File: src/rtl/video_timing_pkg.sv
// Shared types and default 1080p60 timing for the video timing generator.
package video_timing_pkg;

    typedef enum logic [1:0] {PH_ACTIVE, PH_FRONT, PH_SYNC, PH_BACK} phase_e;

    typedef struct packed {
        int unsigned active;
        int unsigned front;
        int unsigned sync;
        int unsigned back;
    } timing_t;

    localparam int unsigned H_ACTIVE_1080P = 1920;
    localparam int unsigned H_FRONT_1080P  = 88;
    localparam int unsigned H_SYNC_1080P   = 44;
    localparam int unsigned H_BACK_1080P   = 148;
    localparam int unsigned V_ACTIVE_1080P = 1080;
    localparam int unsigned V_FRONT_1080P  = 4;
    localparam int unsigned V_SYNC_1080P   = 5;
    localparam int unsigned V_BACK_1080P   = 36;

    function automatic int unsigned total(timing_t t);
        return t.active + t.front + t.sync + t.back;
    endfunction

endpackage

File: src/rtl/timing_axis_counter.sv
// One raster axis: position counter plus active/front/sync/back phase FSM.
// pos and phase are the next-state values so the top can register outputs in step with them.
module timing_axis_counter
    import video_timing_pkg::*;
#(
    parameter timing_t TIMING = '{active: H_ACTIVE_1080P, front: H_FRONT_1080P,
                                  sync: H_SYNC_1080P, back: H_BACK_1080P},
    localparam int unsigned TOTAL = total(TIMING),
    localparam int unsigned W = $clog2(TOTAL)
) (
    input  logic         clk,
    input  logic         rst,
    input  logic         clear,
    input  logic         advance,
    output logic [W-1:0] pos,
    output phase_e       phase,
    output logic         wrap
);

    logic [W-1:0] pos_q, pos_d;
    logic [W-1:0] cnt_q, cnt_d;
    phase_e       phase_q, phase_d;

    function automatic logic [W-1:0] last_count(phase_e ph);
        unique case (ph)
            PH_ACTIVE: return W'(TIMING.active - 1);
            PH_FRONT:  return W'(TIMING.front - 1);
            PH_SYNC:   return W'(TIMING.sync - 1);
            default:   return W'(TIMING.back - 1);
        endcase
    endfunction

    assign wrap = advance && (pos_q == W'(TOTAL - 1));

    always_comb begin
        pos_d   = pos_q;
        cnt_d   = cnt_q;
        phase_d = phase_q;
        if (clear) begin
            pos_d   = '0;
            phase_d = PH_ACTIVE;
            cnt_d   = last_count(PH_ACTIVE);
        end else if (advance) begin
            pos_d = wrap ? '0 : pos_q + 1'b1;
            if (cnt_q == '0) begin
                // Enum order matches raster order, so back wraps to active.
                phase_d = phase_e'(phase_q + 2'd1);
                cnt_d   = last_count(phase_e'(phase_q + 2'd1));
            end else begin
                cnt_d = cnt_q - 1'b1;
            end
        end
    end

    always_ff @(posedge clk or posedge rst) begin
        if (rst) begin
            pos_q   <= '0;
            phase_q <= PH_ACTIVE;
            cnt_q   <= last_count(PH_ACTIVE);
        end else begin
            pos_q   <= pos_d;
            phase_q <= phase_d;
            cnt_q   <= cnt_d;
        end
    end

    assign pos   = pos_d;
    assign phase = phase_d;

endmodule

File: src/rtl/video_timing_gen.sv
// Raster timing source: hsync/vsync/rgb_de and active-area coordinates, all registered
// from the next-position decode so every output describes the same (h, v).
module video_timing_gen
    import video_timing_pkg::*;
#(
    parameter int unsigned H_ACTIVE  = H_ACTIVE_1080P,
    parameter int unsigned H_FRONT   = H_FRONT_1080P,
    parameter int unsigned H_SYNC    = H_SYNC_1080P,
    parameter int unsigned H_BACK    = H_BACK_1080P,
    parameter int unsigned V_ACTIVE  = V_ACTIVE_1080P,
    parameter int unsigned V_FRONT   = V_FRONT_1080P,
    parameter int unsigned V_SYNC    = V_SYNC_1080P,
    parameter int unsigned V_BACK    = V_BACK_1080P,
    parameter bit          HSYNC_POL = 1'b1,
    parameter bit          VSYNC_POL = 1'b1,
    localparam int unsigned XW = $clog2(H_ACTIVE) + 1,
    localparam int unsigned YW = $clog2(V_ACTIVE) + 1
) (
    input  logic          clk,
    input  logic          rst,
    input  logic          enable,
    output logic          hsync,
    output logic          vsync,
    output logic          rgb_de,
    output logic [XW-1:0] pixel_x,
    output logic [YW-1:0] pixel_y,
    output logic          line_start,
    output logic          frame_start
);

    localparam timing_t H_TIMING = '{active: H_ACTIVE, front: H_FRONT, sync: H_SYNC, back: H_BACK};
    localparam timing_t V_TIMING = '{active: V_ACTIVE, front: V_FRONT, sync: V_SYNC, back: V_BACK};
    localparam int unsigned HW = $clog2(total(H_TIMING));
    localparam int unsigned VW = $clog2(total(V_TIMING));

    if (H_ACTIVE < 1 || H_FRONT < 1 || H_SYNC < 1 || H_BACK < 1 ||
        V_ACTIVE < 1 || V_FRONT < 1 || V_SYNC < 1 || V_BACK < 1) begin : g_param_check
        $error("video_timing_gen: every timing parameter must be >= 1");
    end

    logic          running_q;
    logic          clear;
    logic [HW-1:0] h_next;
    logic [VW-1:0] v_next;
    phase_e        h_phase, v_phase;
    logic          h_wrap, v_wrap;

    logic          hsync_d, vsync_d, rgb_de_d, line_start_d, frame_start_d;
    logic [XW-1:0] pixel_x_d;
    logic [YW-1:0] pixel_y_d;

    // The first enabled edge after idle loads (0,0) instead of advancing.
    assign clear = !enable || !running_q;

    timing_axis_counter #(.TIMING(H_TIMING)) u_h_axis (
        .clk     (clk),
        .rst     (rst),
        .clear   (clear),
        .advance (enable),
        .pos     (h_next),
        .phase   (h_phase),
        .wrap    (h_wrap)
    );

    timing_axis_counter #(.TIMING(V_TIMING)) u_v_axis (
        .clk     (clk),
        .rst     (rst),
        .clear   (clear),
        .advance (h_wrap),
        .pos     (v_next),
        .phase   (v_phase),
        .wrap    (v_wrap)
    );

    always_comb begin
        hsync_d       = ~HSYNC_POL;
        vsync_d       = ~VSYNC_POL;
        rgb_de_d      = 1'b0;
        pixel_x_d     = '0;
        pixel_y_d     = '0;
        line_start_d  = 1'b0;
        frame_start_d = 1'b0;
        if (enable) begin
            rgb_de_d      = (h_phase == PH_ACTIVE) && (v_phase == PH_ACTIVE);
            hsync_d       = (h_phase == PH_SYNC) ? HSYNC_POL : ~HSYNC_POL;
            vsync_d       = (v_phase == PH_SYNC) ? VSYNC_POL : ~VSYNC_POL;
            line_start_d  = !running_q || h_wrap;
            frame_start_d = !running_q || v_wrap;
            if (rgb_de_d) begin
                pixel_x_d = XW'(h_next);
                pixel_y_d = YW'(v_next);
            end
        end
    end

    always_ff @(posedge clk or posedge rst) begin
        if (rst) begin
            running_q   <= 1'b0;
            hsync       <= ~HSYNC_POL;
            vsync       <= ~VSYNC_POL;
            rgb_de      <= 1'b0;
            pixel_x     <= '0;
            pixel_y     <= '0;
            line_start  <= 1'b0;
            frame_start <= 1'b0;
        end else begin
            running_q   <= enable;
            hsync       <= hsync_d;
            vsync       <= vsync_d;
            rgb_de      <= rgb_de_d;
            pixel_x     <= pixel_x_d;
            pixel_y     <= pixel_y_d;
            line_start  <= line_start_d;
            frame_start <= frame_start_d;
        end
    end

endmodule

File: config.mk
export PLATFORM = sky130hd
export DESIGN_NAME = video_timing_gen
export DESIGN_NICKNAME = d
export VERILOG_FILES = /design/src/rtl/video_timing_pkg.sv /design/src/rtl/timing_axis_counter.sv /design/src/rtl/video_timing_gen.sv
export SDC_FILE = /design/constraint.sdc
export NUM_CORES = 1
export LEC_CHECK = 0
export ABC_AREA = 0
export CAP_MARGIN = 20
export CORE_UTILIZATION = 40
export CTS_CLUSTER_SIZE = 30
export DETAILED_ROUTE_END_ITERATION = 16
export PLACE_DENSITY = 0.7
export SYNTH_ARGS = -nofsm -noshare
export SYNTH_HDL_FRONTEND = slang
export SYNTH_SLANG_ARGS = --single-unit
File: constraint.sdc
create_clock -name clk -period 3.4 [get_ports clk]
set_clock_uncertainty 0.15 [all_clocks]
set_input_delay 0.51 -clock clk [delete_from_list [all_inputs] [get_ports clk]]
set_output_delay 0.51 -clock clk [all_outputs]
set_load 0.02 [all_outputs]
Yosys cells after proc, flatten, opt, wreduce, memory -nomap -nowiden
Index checks and enable logic that the tools add are counted.
{"block": "totals", "reg_bits": 80, "out_inout_bits": 29, "wordCells": 75}
{"block": "classes", "n_addsub": 6, "n_eq_ne": 8, "n_mux": 31, "reduce_logical": 16}
{"cell": "12-bit two-way mux", "count": 8}
{"cell": "11-bit two-way mux", "count": 8}
{"cell": "11-bit one-hot mux with 3 select lines", "count": 2}
{"cell": "12-bit by 1-bit adder with 12-bit output, second input constant", "count": 1}
{"cell": "12-bit equality test, second input constant", "count": 1}
{"cell": "12-bit zero test", "count": 1}
{"cell": "2-bit two-way mux", "count": 6}
{"cell": "12-bit by 1-bit subtractor with 12-bit output, second input constant", "count": 1}
{"cell": "11-bit by 1-bit adder with 11-bit output, second input constant", "count": 1}
{"cell": "11-bit equality test, second input constant", "count": 1}
{"cell": "11-bit zero test", "count": 1}
{"cell": "11-bit by 1-bit subtractor with 11-bit output, second input constant", "count": 1}
{"cell": "2-bit equality test, second input constant", "count": 4}
{"cell": "2-bit zero test", "count": 4}
{"cell": "1-bit two-way mux", "count": 7}
{"cell": "2-bit by 1-bit adder with 2-bit output, second input constant", "count": 2}
{"cell": "2-bit by 1-bit equality test with 1-bit output, second input constant", "count": 2}
{"cell": "2-bit nonzero test", "count": 2}
{"cell": "1-bit logical AND", "count": 3}
{"cell": "1-bit logical OR", "count": 3}
{"cell": "1-bit zero test", "count": 2}

Longest topological paths before layout
Gate-level depths: netlist of run 1.
{"block": "logic_depth", "ltp_word": 8, "mapped_depth": 8, "ltp_nobuf": 7}

Hierarchy
A second synthesis of run 1 with hierarchy kept.
{"block": "hier_totals", "cells_unflattened": 415, "area_unflattened_um2": 4222.8}
{"module": "timing_axis_counter (u_h_axis)", "instances": 1, "cells_each": 170, "area_each_um2": 1564.0, "seq_area_each_um2": 663.1}
{"module": "timing_axis_counter (u_v_axis)", "instances": 1, "cells_each": 146, "area_each_um2": 1410.1, "seq_area_each_um2": 608.1}
{"module": "video_timing_gen", "instances": 1, "cells_each": 99, "area_each_um2": 1248.7, "seq_area_each_um2": 725.7}

Worst setup path after synthesis of run 1
Ideal clock, no wire load.
{"block": "synth_path", "path_kind": "register -> register", "start": "register u_v_axis.cnt_q[0]", "end": "register pixel_y[1]", "setup_ps": 87, "t_arrival_ps": 2181, "t_required_ps": 3163, "slack_ps": 982, "path_stages_with_launch": 9, "path_buffers": 1, "cell_sequence": "dfstp_2 -> inv_1 -> ha_1 -> or4b_1 -> or4_1 -> buf_2 -> nor3_2 -> o22ai_2 -> a211oi_2"}
{"block": "synth_between", "elab_chain_cells": 8}
{"item": "start, declared", "line_no": "timing_axis_counter.sv:21", "source": "logic [W-1:0] cnt_q, cnt_d;"}
{"item": "start signal, assigned", "line_no": "timing_axis_counter.sv:59", "source": "cnt_q <= last_count(PH_ACTIVE);"}
{"item": "start signal, assigned", "line_no": "timing_axis_counter.sv:63", "source": "cnt_q <= cnt_d;"}
{"item": "11-bit zero test", "line_no": "timing_axis_counter.sv:45", "source": "if (cnt_q == '0) begin"}
{"item": "2-bit two-way mux", "line_no": "timing_axis_counter.sv:45"}
{"item": "2-bit two-way mux", "line_no": "timing_axis_counter.sv:43", "source": "end else if (advance) begin"}
{"item": "2-bit two-way mux", "line_no": "timing_axis_counter.sv:39", "source": "if (clear) begin"}
{"item": "2-bit zero test", "line_no": "video_timing_gen.sv:84", "source": "rgb_de_d = (h_phase == PH_ACTIVE) && (v_phase == PH_ACTIVE);"}
{"item": "1-bit logical AND", "line_no": "video_timing_gen.sv:84"}
{"item": "11-bit two-way mux", "line_no": "video_timing_gen.sv:89", "source": "if (rgb_de_d) begin"}
{"item": "11-bit two-way mux", "line_no": "video_timing_gen.sv:83", "source": "if (enable) begin"}
{"item": "named net pixel_y_d[1]", "line_no": "video_timing_gen.sv:50", "source": "logic [YW-1:0] pixel_y_d;"}
{"item": "end signal, assigned", "line_no": "video_timing_gen.sv:112", "source": "pixel_y <= pixel_y_d;"}
{"item": "end, declared", "line_no": "video_timing_gen.sv:26", "source": "output logic [YW-1:0] pixel_y,"}
The timed path passes the listed nets, and every way through them passes these cells.
A chain may end at the register's enable or synchronous reset.

Final worst setup path of run 1
{"block": "layout_path", "start": "register u_v_axis.cnt_q[0]", "end": "register pixel_x[1]"}
{"block": "layout_between", "elab_chain_cells": 8}
{"item": "11-bit zero test", "line_no": "timing_axis_counter.sv:45"}
{"item": "2-bit two-way mux", "line_no": "timing_axis_counter.sv:45"}
{"item": "2-bit two-way mux", "line_no": "timing_axis_counter.sv:43"}
{"item": "2-bit two-way mux", "line_no": "timing_axis_counter.sv:39"}
{"item": "2-bit zero test", "line_no": "video_timing_gen.sv:84"}
{"item": "1-bit logical AND", "line_no": "video_timing_gen.sv:84"}
{"item": "12-bit two-way mux", "line_no": "video_timing_gen.sv:89"}
{"item": "12-bit two-way mux", "line_no": "video_timing_gen.sv:83"}
{"item": "named net pixel_x_d[1]", "line_no": "video_timing_gen.sv:49", "source": "logic [XW-1:0] pixel_x_d;"}
{"item": "end signal, assigned", "line_no": "video_timing_gen.sv:111", "source": "pixel_x <= pixel_x_d;"}
{"item": "end, declared", "line_no": "video_timing_gen.sv:25", "source": "output logic [XW-1:0] pixel_x,"}
The timed path passes the listed nets, and every way through them passes these cells.

==> reports/results.tsv, run 1 <==
metric	value	unit
status	complete, no violations	
grt-ovfl-total	0	
hold_depth	1	
use_met2	28.7	%
hold_path_end	u_h_axis.cnt_q[0]	
h-tree-depth	3	
setup_violations	0	
mostFrequentLayoutCells	dfrtp_1 (63), nor2_1 (47), clkdlybuf4s50_1 (30)	
via_count	2966	
netlist_area	3890	um^2
drt_wl_total	8.32	mm
reg2reg_depth	7	
grt_use_met1	25.0	%
cts_buffers	9	
die_width	101	um
fin_area	4570	um^2
p_int	1.32	mW
synth_cell_types	56	
dp_hpwl	5.72	mm
powerDensity	387	nW/um^2
slowest_stage	a311oi_4	
min_path_type	flop to flop	
syn2layout_area_growth	17.3	%
grt_max_degree	44	
rows	35	
cpPeakStageDelay	630	ps
path_cells	inv_1 > ha_1 > or4b_1 > nor4_1 > a211oi_1 > a311oi_4 > nor3b_1	
crit_fanout	10	
p_comb_share	3.6	%
cts_resized	0	
synthArstFlopShare	100	%
pre_cts_ws	505	ps
p_seq_share	53.8	%
cts.hold.buffers_added	0	
period_share	83.1	%
dp.cells	532	
first_global_vias	2918	
vdd_drop_max	0.185	mV
worst_hold_slack	329	ps
drt_first_pass_iters	4	
num_antenna_cells	0	
antenna_found_initial	0	
cp.arrival	2890	ps
floorplan.initialDensity	41.7	%
clock.fmax	354	MHz
syn_area_per_cell	10.2	um^2
slew_viol_final	0	
grt_setup_unrepaired	no	
p_leak	1.80	nW
drcViolationCount	0	
cts_setup_buffers	0	
busiest_layer	met2	
synth_ff_type	dfrtp_1	
core_area	9330	um^2
dpl-instance-area	4360	um^2
power.net_switching	0.446	mW
nNetsFinal	429	
worstMarginPinSlew	766	ps
synth_edf_count	0	
grt.total_usage	18.3	%
clockBufferDepth	2	
setup_tns	0	ps
viasPerCell	5.41	
drive_above_1_share	13.6	%
critPathKind	flop to flop	
grt_pass1_wl	14.3	mm
hold_start	u_h_axis.cnt_q[0]	
insertion_delay	370	ps
cp-start-kind	flop	
io_buffers	30	
syn_inst	381	
ant_nets	0	
final_common_cell	dfrtp_1	
synth_top_area_share	40.5	%
r2r_slack	570	ps
pwr-share-clk	42.6	%
hold_violations	0	
layout_setup_ws	575	ps
worstPathRequired	3470	ps
maxSlewHeadroom	48.8	%
finalWorstPathRequiredPeriod	2830	ps
syn_nets	396	
path_clk_slew	90	ps
worstSetupStartpoint	u_v_axis.cnt_q[0]	
seq_area_frac_synth	51.3	%
worst_r2r_endpoint	pixel_x[1]	
avgRoutedWirePerCell	15.2	um
dieArea	10100	um^2
ys_warn_count	0	
ys_ff_latch	79	
switching_share	25.3	%
endpoint_kind	flop	
place_congestion	0.788	
cts_sinks	79	
boundaryPins	32	
synth_top_cell_by_area	dfrtp_1	
drv_cap	0	
fill_cells	841	
fin_cells	548	
r2r_start	u_v_axis.cnt_q[0]	
first_iter_violations	150	
die_h	101	um
use_met3	3.81	%
cts_tree	done	
clock-root-buffer	clkbuf_8	
synthTopCellsByArea	dfrtp_1 (40%), dfstp_2 (11%), nor2_1 (4.5%)	
[how the worst max path moves through the flow]
stage	end	slack (ps)	cells after the start
after floorplan	frame_start	740	1
after global placement	pixel_y[3]	510	6
after detailed placement	pixel_y[3]	500	6
after CTS	pixel_x[1]	570	7
after global routing	pixel_x[1]	280	7
final	pixel_x[1]	570	7
[metrics by stage]
step | util (%) | total power, mW
final | 48.9 | 1.77
after global routing | 48.9 | 1.83
after CTS | 48.9 | 1.79
after detailed placement | 46.7 | 1.03
after global placement | 46.7 | 1.03
after floorplan | - | 1.01
[routing by layer]
layer	vias up	part of all wire, %
li1	1429	-
met4	0	1.7
met3	10	4.1
met1	1462	47
met2	65	47
met5	-	0
[logic make-up (layout without fill, tap and decap cells)]
group                      after synthesis  count (layout)  share of synthesized area, %
and+or+nand+nor                        173             173                          24.9
DFF                                     79              79                          51.3
AOI/OAI and AO/OA                       55              55                          9.58
buffers and inverters                   31              69                          3.41
xor gates and xnor gates                27              27                          6.07
adders and majority gates               12              12                          3.86
muxes                                    3               3                         0.771
other                                    1               1                        0.0963
[power groups by stage]
stage / logic (mW) / registers (mW) / clock network, mW
2_1_floorplan: 0.0352 / 0.971 / 0
3_3_place_gp: 0.0640 / 0.968 / 0
3_5_place_dp: 0.0651 / 0.968 / 0
4_1_cts: 0.0652 / 0.950 / 0.774
5_1_grt: 0.0712 / 0.951 / 0.804
6_report: 0.0628 / 0.950 / 0.752
[cells in the mapped netlist, types with 3 or more instances]
cell / instances
a211oi_1: 4
clkbuf_1: 11
nand4_1: 9
nor3_2: 3
dfstp_2: 16
or4b_1: 4
mux2i_1: 3
nor3_1: 21
xor2_1: 9
nand3_1: 12
a21oi_1: 14
ha_1: 12
buf_2: 4
nor2_1: 47
o21ai_0: 17
inv_1: 14
xnor2_1: 18
nor3b_1: 6
nand2_1: 26
nor4_1: 19
or4_1: 7
dfrtp_1: 63
and3_1: 3
or3_1: 3
[critical path: cells and delay by family (launching register included)]
| family | cells | cell delay, ps |
|---|---|---|
| buffers and inverters | 1 | 70 |
| AOI/OAI and AO/OA | 2 | 870 |
| DFF | 1 | 390 |
| adders and majority gates | 1 | 180 |
| and+or+nand+nor | 3 | 1020 |
[flip-flops by register name, summed over array words and instances (netlist names), 2 cells and up]
name	flops
u_v_axis.pos_q	11
u_v_axis.phase_q	2
u_h_axis.phase_q	2
u_h_axis.pos_q	12
pixel_y	11
u_v_axis.cnt_q	11
u_h_axis.cnt_q	12
pixel_x	12
[final cells by class]
type / count / area (um^2) / share of cell area [%]
inverter: 14 / 52.6 / 1.15
sequential: 79 / 2000 / 43.7
multi-input combinational: 271 / 1760 / 38.6
clock inverter: 7 / 86.3 / 1.89
tap: 129 / 161 / 3.54
clock buffer: 9 / 124 / 2.71
timing repair buffer: 39 / 380 / 8.33
Power figures use the tool's default switching activity.
==> run 2: changes to the inputs <==
clock period = 2.74 ns   (was 3.4 ns; I/O delays follow)
==> run 2 against run 1 <==
  * Register-to-register slack got worse by 540 ps
  * Cell count up 1.8%
  * Global-route usage fell by 0.41 points
  * Die area is the same
  * Maximum frequency is 4.4% higher
  * Critical path depth rose by 1
  * Non-clock buffer count is 9 higher
  * Critical path type unchanged
  * Highest routed layer unchanged
==> reports/results.tsv, run 2 (synthesized netlist as in run 1, its figures left out) <==
metric	value	unit
critPathKind	flop to flop	
syn2layout_area_growth	20.5	%
grt_max_degree	37	
die_width	101	um
drive_above_1_share	16.3	%
cts_tree	done	
floorplan.initialDensity	41.7	%
rows	35	
path_cells	inv_1 > ha_1 > or4b_4 > or4_1 > buf_4 > nor2_8 > a31oi_2 > nor4_1	
grt_setup_unrepaired	yes	
drt_wl_total	8.30	mm
reg2reg_depth	8	
hold_violations	0	
cp.arrival	2820	ps
mostFrequentLayoutCells	dfrtp_1 (63), nor2_1 (47), clkdlybuf4s50_1 (30)	
insertion_delay	370	ps
drt_first_pass_iters	4	
clockBufferDepth	2	
cp-start-kind	flop	
h-tree-depth	3	
slowest_stage	or4b_4	
r2r_slack	30	ps
layout_setup_ws	33.2	ps
clock-root-buffer	clkbuf_8	
first_iter_violations	156	
endpoint_kind	flop	
drcViolationCount	0	
boundaryPins	32	
io_buffers	30	
p_leak	1.86	nW
r2r_start	u_v_axis.cnt_q[0]	
cts_buffers	9	
place_congestion	0.801	
min_path_type	input pin to asynchronous set/reset pin	
avgRoutedWirePerCell	14.9	um
pre_cts_ws	61.8	ps
via_count	3005	
crit_fanout	6	
path_clk_slew	90	ps
setup_violations	0	
dieArea	10100	um^2
num_antenna_cells	0	
core_area	9330	um^2
first_global_vias	2997	
nNetsFinal	439	
powerDensity	480	nW/um^2
finalWorstPathRequiredPeriod	2710	ps
final_common_cell	dfrtp_1	
worstPathRequired	2850	ps
cpPeakStageDelay	510	ps
slew_viol_final	0	
clock.fmax	369	MHz
worstMarginPinSlew	796	ps
setup_tns	0	ps
antenna_found_initial	0	
drv_cap	0	
grt-ovfl-total	0	
vdd_drop_max	0.276	mV
period_share	98.8	%
dp_hpwl	5.65	mm
maxSlewHeadroom	46.6	%
viasPerCell	5.39	
worstSetupStartpoint	u_v_axis.cnt_q[0]	
cts_sinks	79	
worst_r2r_endpoint	pixel_x[2]	
ant_nets	0	
die_h	101	um
reg_top3	pixel_x (12), u_h_axis.cnt_q (12), u_h_axis.pos_q (12)	
grt_pass1_wl	14.2	mm
cts.hold.buffers_added	0	
grt.total_usage	17.9	%
status	complete, no violations	
-- run 2: changes by cell type in the layout (fill, tap and decap cells not counted), sizes merged --
| cell | delta |
|---|---|
| bufinv | +1 |
| a311oi | +1 |
| inv | -1 |
| buf | +9 |
-- run 2: critical path: cells and delay by family (launching register included) --
kind,cells,cell delay (ps)
adder cells (fa/ha/maj),1,200
AO/OA/AOI/OAI,1,230
buffers and inverters,2,250
flip-flops,1,380
AND/OR/NAND/NOR,4,1390
-- run 2: worst max path at each step --
stage	end	slack, ps	depth (start not counted)
2_1_floorplan	frame_start	180	1
3_3_place_gp	pixel_x[11]	80	8
3_5_place_dp	pixel_x[3]	60	7
5_1_grt	pixel_x[2]	-10	8
6_report	pixel_x[2]	30	8
4_1_cts	pixel_x[3]	40	7
-- run 2: where the power goes --
group          internal (mW)  switching, mW
registers               1.17        0.00461
logic                 0.0263         0.0579
clock network          0.524          0.467
total                   1.72          0.529
-- run 2: layer usage --
layer / GRT usage [%] / vias up / share of wire (%)
met2: 27.2 / 53 / 46
met5: 0 / - / 0
met1: 24.9 / 1481 / 49
met3: 3.88 / 12 / 3.3
met4: 7.02 / 0 / 1.9
li1: - / 1459 / -
-- run 2: final cells by class --
| type | count | area [um^2] |
|---|---|---|
| tap | 129 | 161 |
| multi-input combinational | 272 | 1790 |
| sequential | 79 | 2000 |
| inverter | 14 | 52.6 |
| timing repair buffer | 48 | 460 |
| clock inverter | 7 | 103 |
| fill | 843 | 4640 |
| clock buffer | 9 | 124 |
-- run 2: metrics by stage --
step	util [%]	cell area [um^2]	hold slack, ps	power [mW]	cells
2_1_floorplan	-	3890	292	1.25	381
3_3_place_gp	47.6	4440	311	1.29	541
3_5_place_dp	47.6	4440	317	1.29	541
4_1_cts	50.0	4660	294	2.28	557
5_1_grt	50.3	4690	317	2.35	558
6_report	50.3	4690	282	2.25	558
-- run 2: timing repair --
item,in CTS,in global routing
gates resized for setup,0,3
setup endpoints to repair,0,20
setup buffers,0,0
